### config.mk
export PLATFORM = sky130hd
export DESIGN_NAME = event_debouncer
export DESIGN_NICKNAME = d
export VERILOG_FILES = /design/src/rtl/event_debouncer.sv
export SDC_FILE = /design/constraint.sdc
export NUM_CORES = 1
export LEC_CHECK = 0
export CAP_MARGIN = 20
export CORE_ASPECT_RATIO = 1.25
export CORE_UTILIZATION = 45
export CTS_CLUSTER_SIZE = 10
export DETAILED_ROUTE_END_ITERATION = 16
export MAX_ROUTING_LAYER = met4
export PLACE_DENSITY = 0.71
export SYNTH_ARGS = -nofsm -noshare
export SYNTH_HDL_FRONTEND = slang
export SYNTH_SLANG_ARGS = --single-unit
### constraint.sdc
create_clock -name clk -period 1.7 [get_ports clk]
set_input_delay 0.34 -clock clk [delete_from_list [all_inputs] [get_ports clk]]
set_output_delay 0.34 -clock clk [all_outputs]
set_load 0.01 [all_outputs]
### src/rtl/event_debouncer.sv
// rtl/event_debouncer.sv - synchronized, qualified button/event debouncer with edge pulses and glitch counter
module event_debouncer #(
    parameter int SYNC_STAGES     = 2,
    parameter int DEBOUNCE_CYCLES = 16,
    parameter int GLITCH_WIDTH    = 8
) (
    input  logic                    clk,
    input  logic                    rst_n,
    input  logic                    btn_in,
    input  logic                    clr_glitch,
    output logic                    stable,
    output logic                    rise_pulse,
    output logic                    fall_pulse,
    output logic [GLITCH_WIDTH-1:0] glitch_cnt
);

    localparam int                CNT_W    = $clog2(DEBOUNCE_CYCLES + 1);
    localparam logic [CNT_W-1:0]  CNT_ONE  = CNT_W'(1);
    localparam logic [CNT_W-1:0]  CNT_LAST = CNT_W'(DEBOUNCE_CYCLES - 1);
    localparam logic [GLITCH_WIDTH-1:0] GLITCH_ONE = GLITCH_WIDTH'(1);

    typedef enum logic [1:0] {
        LOW,
        RISE_WAIT,
        HIGH,
        FALL_WAIT
    } state_t;

    logic [SYNC_STAGES-1:0]  sync_q;
    logic                    sync_out;
    state_t                  state_q;
    logic [CNT_W-1:0]        cnt_q;
    logic                    stable_q;
    logic                    rise_q;
    logic                    fall_q;
    logic [GLITCH_WIDTH-1:0] glitch_q;
    logic                    glitch_abort;

    // btn_in is asynchronous: only the first stage of this chain may sample it
    always_ff @(posedge clk) begin
        if (!rst_n) begin
            sync_q <= '0;
        end else begin
            sync_q <= {sync_q[SYNC_STAGES-2:0], btn_in};
        end
    end

    assign sync_out = sync_q[SYNC_STAGES-1];

    always_comb begin
        glitch_abort = 1'b0;
        if ((state_q == RISE_WAIT && !sync_out) || (state_q == FALL_WAIT && sync_out)) begin
            glitch_abort = 1'b1;
        end
    end

    always_ff @(posedge clk) begin
        if (!rst_n) begin
            state_q  <= LOW;
            cnt_q    <= '0;
            stable_q <= 1'b0;
            rise_q   <= 1'b0;
            fall_q   <= 1'b0;
        end else begin
            rise_q <= 1'b0;
            fall_q <= 1'b0;
            case (state_q)
                LOW: begin
                    if (sync_out) begin
                        if (DEBOUNCE_CYCLES == 1) begin
                            state_q  <= HIGH;
                            cnt_q    <= '0;
                            stable_q <= 1'b1;
                            rise_q   <= 1'b1;
                        end else begin
                            state_q <= RISE_WAIT;
                            cnt_q   <= CNT_ONE;
                        end
                    end
                end
                RISE_WAIT: begin
                    if (!sync_out) begin
                        state_q <= LOW;
                        cnt_q   <= '0;
                    end else if (cnt_q == CNT_LAST) begin
                        state_q  <= HIGH;
                        cnt_q    <= '0;
                        stable_q <= 1'b1;
                        rise_q   <= 1'b1;
                    end else begin
                        cnt_q <= cnt_q + CNT_ONE;
                    end
                end
                HIGH: begin
                    if (!sync_out) begin
                        if (DEBOUNCE_CYCLES == 1) begin
                            state_q  <= LOW;
                            cnt_q    <= '0;
                            stable_q <= 1'b0;
                            fall_q   <= 1'b1;
                        end else begin
                            state_q <= FALL_WAIT;
                            cnt_q   <= CNT_ONE;
                        end
                    end
                end
                FALL_WAIT: begin
                    if (sync_out) begin
                        state_q <= HIGH;
                        cnt_q   <= '0;
                    end else if (cnt_q == CNT_LAST) begin
                        state_q  <= LOW;
                        cnt_q    <= '0;
                        stable_q <= 1'b0;
                        fall_q   <= 1'b1;
                    end else begin
                        cnt_q <= cnt_q + CNT_ONE;
                    end
                end
                default: begin
                    state_q  <= LOW;
                    cnt_q    <= '0;
                    stable_q <= 1'b0;
                end
            endcase
        end
    end

    // Clear takes priority over a coincident abort; the count saturates rather than wraps
    always_ff @(posedge clk) begin
        if (!rst_n || clr_glitch) begin
            glitch_q <= '0;
        end else if (glitch_abort && (glitch_q != {GLITCH_WIDTH{1'b1}})) begin
            glitch_q <= glitch_q + GLITCH_ONE;
        end
    end

    assign stable     = stable_q;
    assign rise_pulse = rise_q;
    assign fall_pulse = fall_q;
    assign glitch_cnt = glitch_q;

endmodule

## Yosys cells after proc, flatten, opt, wreduce, memory -nomap -nowiden

Index checks and enable logic that the tools add are counted.

- $add $sub $neg: 2
- Equal/unequal tests: 13
- Multiplexer cells: 20
- Bitwise operators: 2
- Reduce and logical (&&, ||, !) cells: 14

Operator list:

| kind | number |
|---|---|
| $mux W5 | 5 |
| $pmux W5 S4 | 1 |
| $mux W2 | 6 |
| $add A8 B1 Y8 const B | 1 |
| $ne A2 B2 Y1 const B | 4 |
| $ne A8 B8 Y1 const B | 1 |
| $pmux W2 S4 | 1 |
| $mux W1 | 6 |
| $ne A3 B2 Y1 const B | 2 |
| $add A5 B1 Y5 const B | 1 |
| $eq A5 B4 Y1 const B | 1 |
| $reduce_and A5 Y1 | 1 |
| $eq A2 B2 Y1 const B | 2 |
| $ne A2 B1 Y1 const B | 2 |
| $reduce_and A4 Y1 | 1 |
| $logic_and A1 B1 Y1 | 3 |
| $reduce_and A3 Y1 | 1 |
| $reduce_or A3 Y1 | 1 |
| $eq A2 B1 Y1 const B | 1 |
| $logic_not A1 Y1 | 2 |
| $logic_not A2 Y1 | 1 |
| $logic_or A1 B1 Y1 | 2 |
| $not A1 Y1 | 2 |
| $pmux W1 S2 | 1 |
| other kinds (2) | 2 |

- Register bits: 20
- Input bits: 4
- Output and inout bits: 11
- Word-level logic and storage cells: 58

## Depth between registers and ports, before layout

- Word-level depth: 5
- Mapped depth: 6

## Least setup slack after synthesis

Ideal clock, no wire load.

- Path type: reg-to-reg
- From: register glitch_q[0] (netlist: glitch_cnt[0])
- To: register glitch_q[7] (netlist: glitch_cnt[7])
- Setup time: 0.070 ns
- Data arrival time: 1.544 ns
- Data required time: 1.630 ns
- Slack: 0.086 ns
- Stages on the path, launching flop included: 6
- Path buffers: 0
- Clock period less this slack: 1.614 ns
- Cells stage by stage: dfxtp_1 ha_1 nand4_1 o2111ai_1 or4_1 a21oi_1

- Cells in the longest elaborated chain, start to end: 2
- Elaborated cells between the ends (all ways): 3
- Those cells by class: 1 x add/sub; 1 x eq/ne; 1 x reduce/logical

Ends and longest elaborated chain:

| what | RTL line | source |
|---|---|---|
| start, declared | 36 | `logic [GLITCH_WIDTH-1:0] glitch_q;` |
| start signal, assigned | 134 | `glitch_q <= glitch_q + GLITCH_ONE;` |
| parallel branches: the longest is 2 deep, another holds $add A8 B1 Y8 | - |  |

Parallel ways; which one is timed is not known.
A chain may end at the register's enable or synchronous reset.

## Final worst setup path

- From: register glitch_q[2] (netlist: glitch_cnt[2])
- To: output glitch_cnt[2]

RTL lines:

| what | RTL line | source |
|---|---|---|
| end, declared | 14 | `output logic [GLITCH_WIDTH-1:0] glitch_cnt` |

No word-level cell between the ends.

==> results.toml <==
[status]
outcome = "finished, final reports clean"

[routing]
drt-vias-per-instance = 5.77
dr_wl_met2_um = 869
antenna_left = 0
wl_per_cell_um = 12.5
top_layer = "met4"
drc = 0
routed-wl-met3_um = 42
wl_um = 1690
first_iter_violations = 13
dr.pass1.iters = 5
met1_length_um = 747
dr_total_vias = 779

[timing]
slew_headroom_pct = 75.3
setup_viol = 0
finalHoldWorstSlack_ps = 458
max_freq_mhz = 611
finClkSkew_ps = 5.13
drv_slew = 0
min_period_ps = 1640
hold_viol = 0
worstMarginPinSlew_ps = 369
rsz0062_at_grt = "true"
setup_slack_ps = 62.4
finalCritPeriodShare_pct = 96.3

[layout]
fin_cells = 135
utilization_pct = 63.0
area_growth_pct = 28.7
num_antenna_cells = 0
drive_gt1_share_pct = 14.7
stdcell_area_mm2 = 0.00114
nets = 123

[floorplan]
start_util_pct = 48.9
core.rowCount = 17
ios = 15
die_y_um = 51.6
die_x_um = 41.7
die_area_mm2 = 0.00215
coreArea_mm2 = 0.00181

[global_route]
grt_max_degree = 13
grt_overflow = 0
grt_pass1_vias = 733
grt_first_pass_wirelength_um = 2990
antenna_found_initial = 0
grt_usage_pct = 18.4

[place]
dp_cells = 131
place_area_mm2 = 0.00108
portBuffers = 14
gp_congestion = 0.808
dp_hpwl_um = 1230
place_ws_ps = 111

[worst_setup_path]
critPathKind = "reg -> out"
cp-start-kind = "flip-flop"
cp-end-kind = "output port"
r2r_cells = 4
worst-path-stages = 1
crit_buf_inv = 1
crit_path_top_delay_cell = "clkdlybuf4s50_1"
crit_family = "buffers and inverters"
rrSetupSlack_ps = 80
worstPathArrival_ps = 1300
slowest_delay_ps = 570
cp_max_fo = 5
cp.required_ps = 1360
crit_chain = "clkdlybuf4s50_1"

[synthesis]
ys_types = 31
avgSynthCellArea_um2 = 9.21
yosys_warnings = 0
synthesis.area_um2 = 885
syn-instance-count = 96
seq_area_frac_synth_pct = 45.3
ys_ff_latch = 20
synth_fp_nets = 102

[power]
leakage_nw = 0.425
power_density_mw_per_mm2 = 805
max-vdd-ir-drop_mv = 0.521

[worst_hold_path]
hold_depth = 1
hold_path_class = "reg -> reg"

[cts]
cts-root-buf = "clkbuf_4"
path_clk_slew_ps = 120
post_cts_buffers = 0
cts_tree = "built"
insertion_delay_ps = 300
cts_sinks = 20
cts_buffer_depth = 2
cts_buffers = 3
htreeDepth = 1

[run]
max-cap-violations = 0
[through the flow]
stage          TNS (ps)  power, W
2_1_floorplan         0  0.000517
3_3_place_gp          0  0.000538
3_5_place_dp          0  0.000539
4_1_cts               0  0.000923
5_1_grt           -14.5  0.000949
6_report              0  0.000917
[kinds of logic after synthesis]
| logic type | Yosys count | share of synthesized area (%) |
|---|---|---|
| AND/OR/NAND/NOR | 37 | 23.2 |
| AO/OA/AOI/OAI | 25 | 18.2 |
| flip-flops | 20 | 45.3 |
| buffers and inverters | 7 | 3.25 |
| XOR/XNOR | 4 | 6.08 |
| adder cells (fa/ha/maj) | 2 | 2.83 |
| multiplexers | 1 | 1.13 |
[final timing paths]
kind | from | end
setup / recovery | glitch_cnt[2] | glitch_cnt[2]
hold / removal | sync_q[0] | sync_q[1]
setup reg to reg | flip-flop | glitch_cnt[7]
hold reg to reg | sync_q[0] | sync_q[1]
[power by group]
part	switching [W]	internal, W
Sequential	0.00000525	0.000475
Combinational	0.0000234	0.0000246
Clock	0.000150	0.000238
Total	0.000179	0.000738
[registers in the layout (all words and copies together) (netlist names), named ones only]
signal      count
glitch_cnt      8
stable          1
sync_q          2
cnt_q           5
rise_pulse      1
state_q         1
fall_pulse      1
[cell usage after synthesis]
cell / count / area, um2
and3_2: 1 / 7.51
nand4_1: 1 / 6.26
xnor2_4: 1 / 27.5
o211ai_2: 1 / 12.5
a31oi_1: 3 / 18.8
o21ai_0: 6 / 30.0
and4b_1: 1 / 10.0
buf_2: 2 / 10.0
nand3_1: 7 / 35.0
o211a_1: 2 / 20.0
or3_1: 4 / 25.0
a22oi_1: 1 / 7.51
ha_1: 2 / 25.0
buf_1: 1 / 3.75
nand2_1: 6 / 22.5
nor3b_1: 2 / 15.0
xor2_1: 3 / 26.3
inv_1: 3 / 11.3
nand4b_1: 1 / 8.76
and2_1: 3 / 18.8
o31ai_1: 2 / 15.0
or2_2: 1 / 6.26
nor2_1: 5 / 18.8
nand2b_1: 1 / 6.26
mux2i_1: 1 / 10.0
nor3_1: 2 / 10.0
clkbuf_1: 1 / 3.75
or4_1: 2 / 15.0
a21oi_1: 8 / 40.0
dfxtp_1: 20 / 400
o2111ai_1: 2 / 17.5
[what timing repair did]
| action | CTS | global route |
|---|---|---|
| hold endpoints to repair | 0 | 0 |
| setup endpoints to repair | 0 | 3 |
| hold buffers | 0 | 0 |
| gates resized for setup | 0 | 4 |
[worst reg2reg max path: stages, from the launching register on]
cell	delay (ps)
dfxtp_1	520
xnor2_4	190
o2111ai_1	210
or4_1	500
a21oi_1	140
[layer usage]
layer  up-vias  global-route usage, %
met5         -                      -
met4         0                   11.3
met3         4                   2.08
met2        16                   32.8
met1       365                   19.6
li1        394                      -
[cell usage in the layout (no fill, tap or decap)]
cell,n
clkbuf_4,3
dlymetal6s2s_1,1
ha_2,1
or4_1,2
nor2_1,5
buf_4,6
and4b_1,1
a31oi_1,3
clkdlybuf4s50_1,13
bufinv_16,1
xnor2_4,1
a21oi_2,1
nand2b_1,1
and2_1,3
dfxtp_2,1
and3_2,1
nor3_1,2
a22oi_1,1
nand3_1,7
dfxtp_1,19
inv_1,3
o31ai_1,2
o211a_1,2
ha_1,1
o211ai_2,1
nor3b_1,2
or3_1,4
a21oi_1,7
xor2_1,3
nand4_1,1
o21ai_0,6
or2_2,1
nand2_1,6
mux2i_1,1
o2111ai_1,2
nand4b_1,1
[final cells by class]
class | count | area [um2]
multi-input cells | 69 | 462
fillers | 146 | 669
flip-flops and latches | 20 | 402
clock inverters | 1 | 30.0
inverters | 3 | 11.3
clock buffers | 3 | 22.5
well taps | 19 | 23.8
repair buffers | 20 | 188
No activity file was read; power rests on OpenSTA's default activity.
==> RTL change (same flow settings) <==
Encoding of `state_t`: now Gray code (2 bits for 4 states).
--- a/src/rtl/event_debouncer.sv
+++ b/src/rtl/event_debouncer.sv
@@ -20,10 +20,10 @@
     localparam logic [GLITCH_WIDTH-1:0] GLITCH_ONE = GLITCH_WIDTH'(1);
 
     typedef enum logic [1:0] {
-        LOW,
-        RISE_WAIT,
-        HIGH,
-        FALL_WAIT
+        LOW       = 2'b00,
+        RISE_WAIT = 2'b01,
+        HIGH      = 2'b11,
+        FALL_WAIT = 2'b10
     } state_t;
 
     logic [SYNC_STAGES-1:0]  sync_q;
Formal check against the unedited RTL: no difference found for any inputs over 10 cycles, from zero or initial values and one cycle with rst_n low; not proved beyond that.
==> RTL change against the original RTL <==
Hold slack worse by 0.011 ns. Sequential cell count stayed put. The run now ends with DRC left. Synthesized area is 13% higher. Core utilization decreased by 4.0 points. Setup slack better by 0.025 ns. Final cell count up 8.9%. Design area is 4.9% higher. Wire length rose by 8.4%. Critical path type unchanged. Non-clock buffer count fell by 4. Via count rose by 5.5%.
Power is not compared: it rests on default switching activity, and its combinational part moved more than twofold at a synthesized area within 25%.
==> RTL change: results (changes against the original RTL) <==
Placed cells: 144 (+9.9%)
Hold_ws: 0.447 ns (-0.0108 ns)
Avg Cell Area, Syn: 9.04 µm² (-1.9%)
Multi-input logic area: 579 µm² (+25%)
Area contributors post-synth: dfxtp_1, ha_1, o21ai_0
1st-iter DRT viols: 7 (-6)
Hold depth: 2 (+1)
Met1 Use GR: 0.180 (-0.0156)
Clk_skew: 0.00768 ns (+0.00255 ns)
Met2 routed WL: 948 µm (+9.1%)
Htree depth: 1 (unchanged)
Met1 Routed Length: 803 µm (+7.5%)
Psw: 213 µW
Total track usage: 0.184 (-0.000492)
Grt met2 use: 0.341 (+0.0126)
Detailed-router iteration count before antenna repair: 10 (+5)
Reg2reg setup slack: 0.10 ns (+0.02 ns)
Syn_nets: 122 (+20%)
Worst R2R End: cnt_q[3]$_SDFFE_PN0P_
# fillers: 184 (+26%)
Dpl hpwl: 1440 µm (+17%)
Top cells by count, synth: dfxtp_1, nor2_1, nand2_1, o21ai_0, ha_1
Largest net degree at the start of global routing: 11 (-2)
Share of cells above drive strength 1: 0.0866 (-0.0599)
Worst-case reg-to-reg path depth: 6 (+2)
FMAX: 620 MHz (+1.6%)
Origin of the worst setup path: glitch_cnt[4]$_SDFFE_PP0P_
Hold Path Sink: cnt_q[4]$_SDFFE_PN0P_
Outcome: finished, violations left
Total Wirelength: 1830 µm (+8.4%)
Setup crit end: glitch_cnt[4]
Routed wl met3: 55 µm (+31%)
Global-route wire length before repair: 3090 µm (+3.5%)
Multi-input comb cells: 85 (+23%)
Post-synthesis sequential area ratio: 0.399 (-0.0536)
Taps Inserted: 20 (+1)
Layout clock area frac: 0.0188 (-0.0273)
Min-Delay Startpoint: cnt_q[4]$_SDFFE_PN0P_
Nets: 140 (+14%)
Worst path arrival time: 1.27 ns (-0.03 ns)
Non-clock buffer share: 0.130 (-0.0350)
Slew @ Worst Pin: 0.385 ns (+0.0161 ns)
Violated checks: DRC
Syn-to-layout area delta: 19.1%
Vias in the first global route: 776 (+5.9%)
Met3 Usage GRT: 0.0396 (+0.0188)
Via density: 5.59 (-3.1%)
Plain + repair buffers: 16 (-20%)
DRC viols: 1 (+1)
GPL Wtd Cong: 0.804 (-0.53%)
Post-place setup slack: 0.0786 ns (-0.0327 ns)
Placed Area: 1160 µm² (+8.3%)
## RTL change: changes by cell type in the layout (fill, tap and decap cells not counted), sizes merged, moves of 3 or more
cell / before / now
buf: 6 / 2
a21oi: 8 / 4
nor2: 5 / 10
o21ai: 6 / 9
a21boi: 0 / 3
nand2: 6 / 9
ha: 2 / 7
## RTL change: power by group through the flow
stage                     clock network, mW  logic [mW]  registers (mW)
after floorplan                           0      0.0840           0.499
after global placement                    0       0.113           0.502
after detailed placement                  0       0.117           0.503
after CTS                             0.230       0.117           0.492
after global routing                  0.255       0.131           0.494
final                                 0.219       0.118           0.493
## RTL change: logic make-up (layout without fill, tap and decap cells)
family                   after synthesis  count (layout)  share of synthesized area
XOR/XNOR                               5               5                     0.0436
buffers and inverters                  6              22                     0.0299
AND/OR/NAND/NOR                       46              46                      0.238
adder cells (fa/ha/maj)                7               7                     0.0873
flip-flops                            20              20                      0.399
multiplexers                           5               5                     0.0561
AO/OA/AOI/OAI                         22              22                      0.146
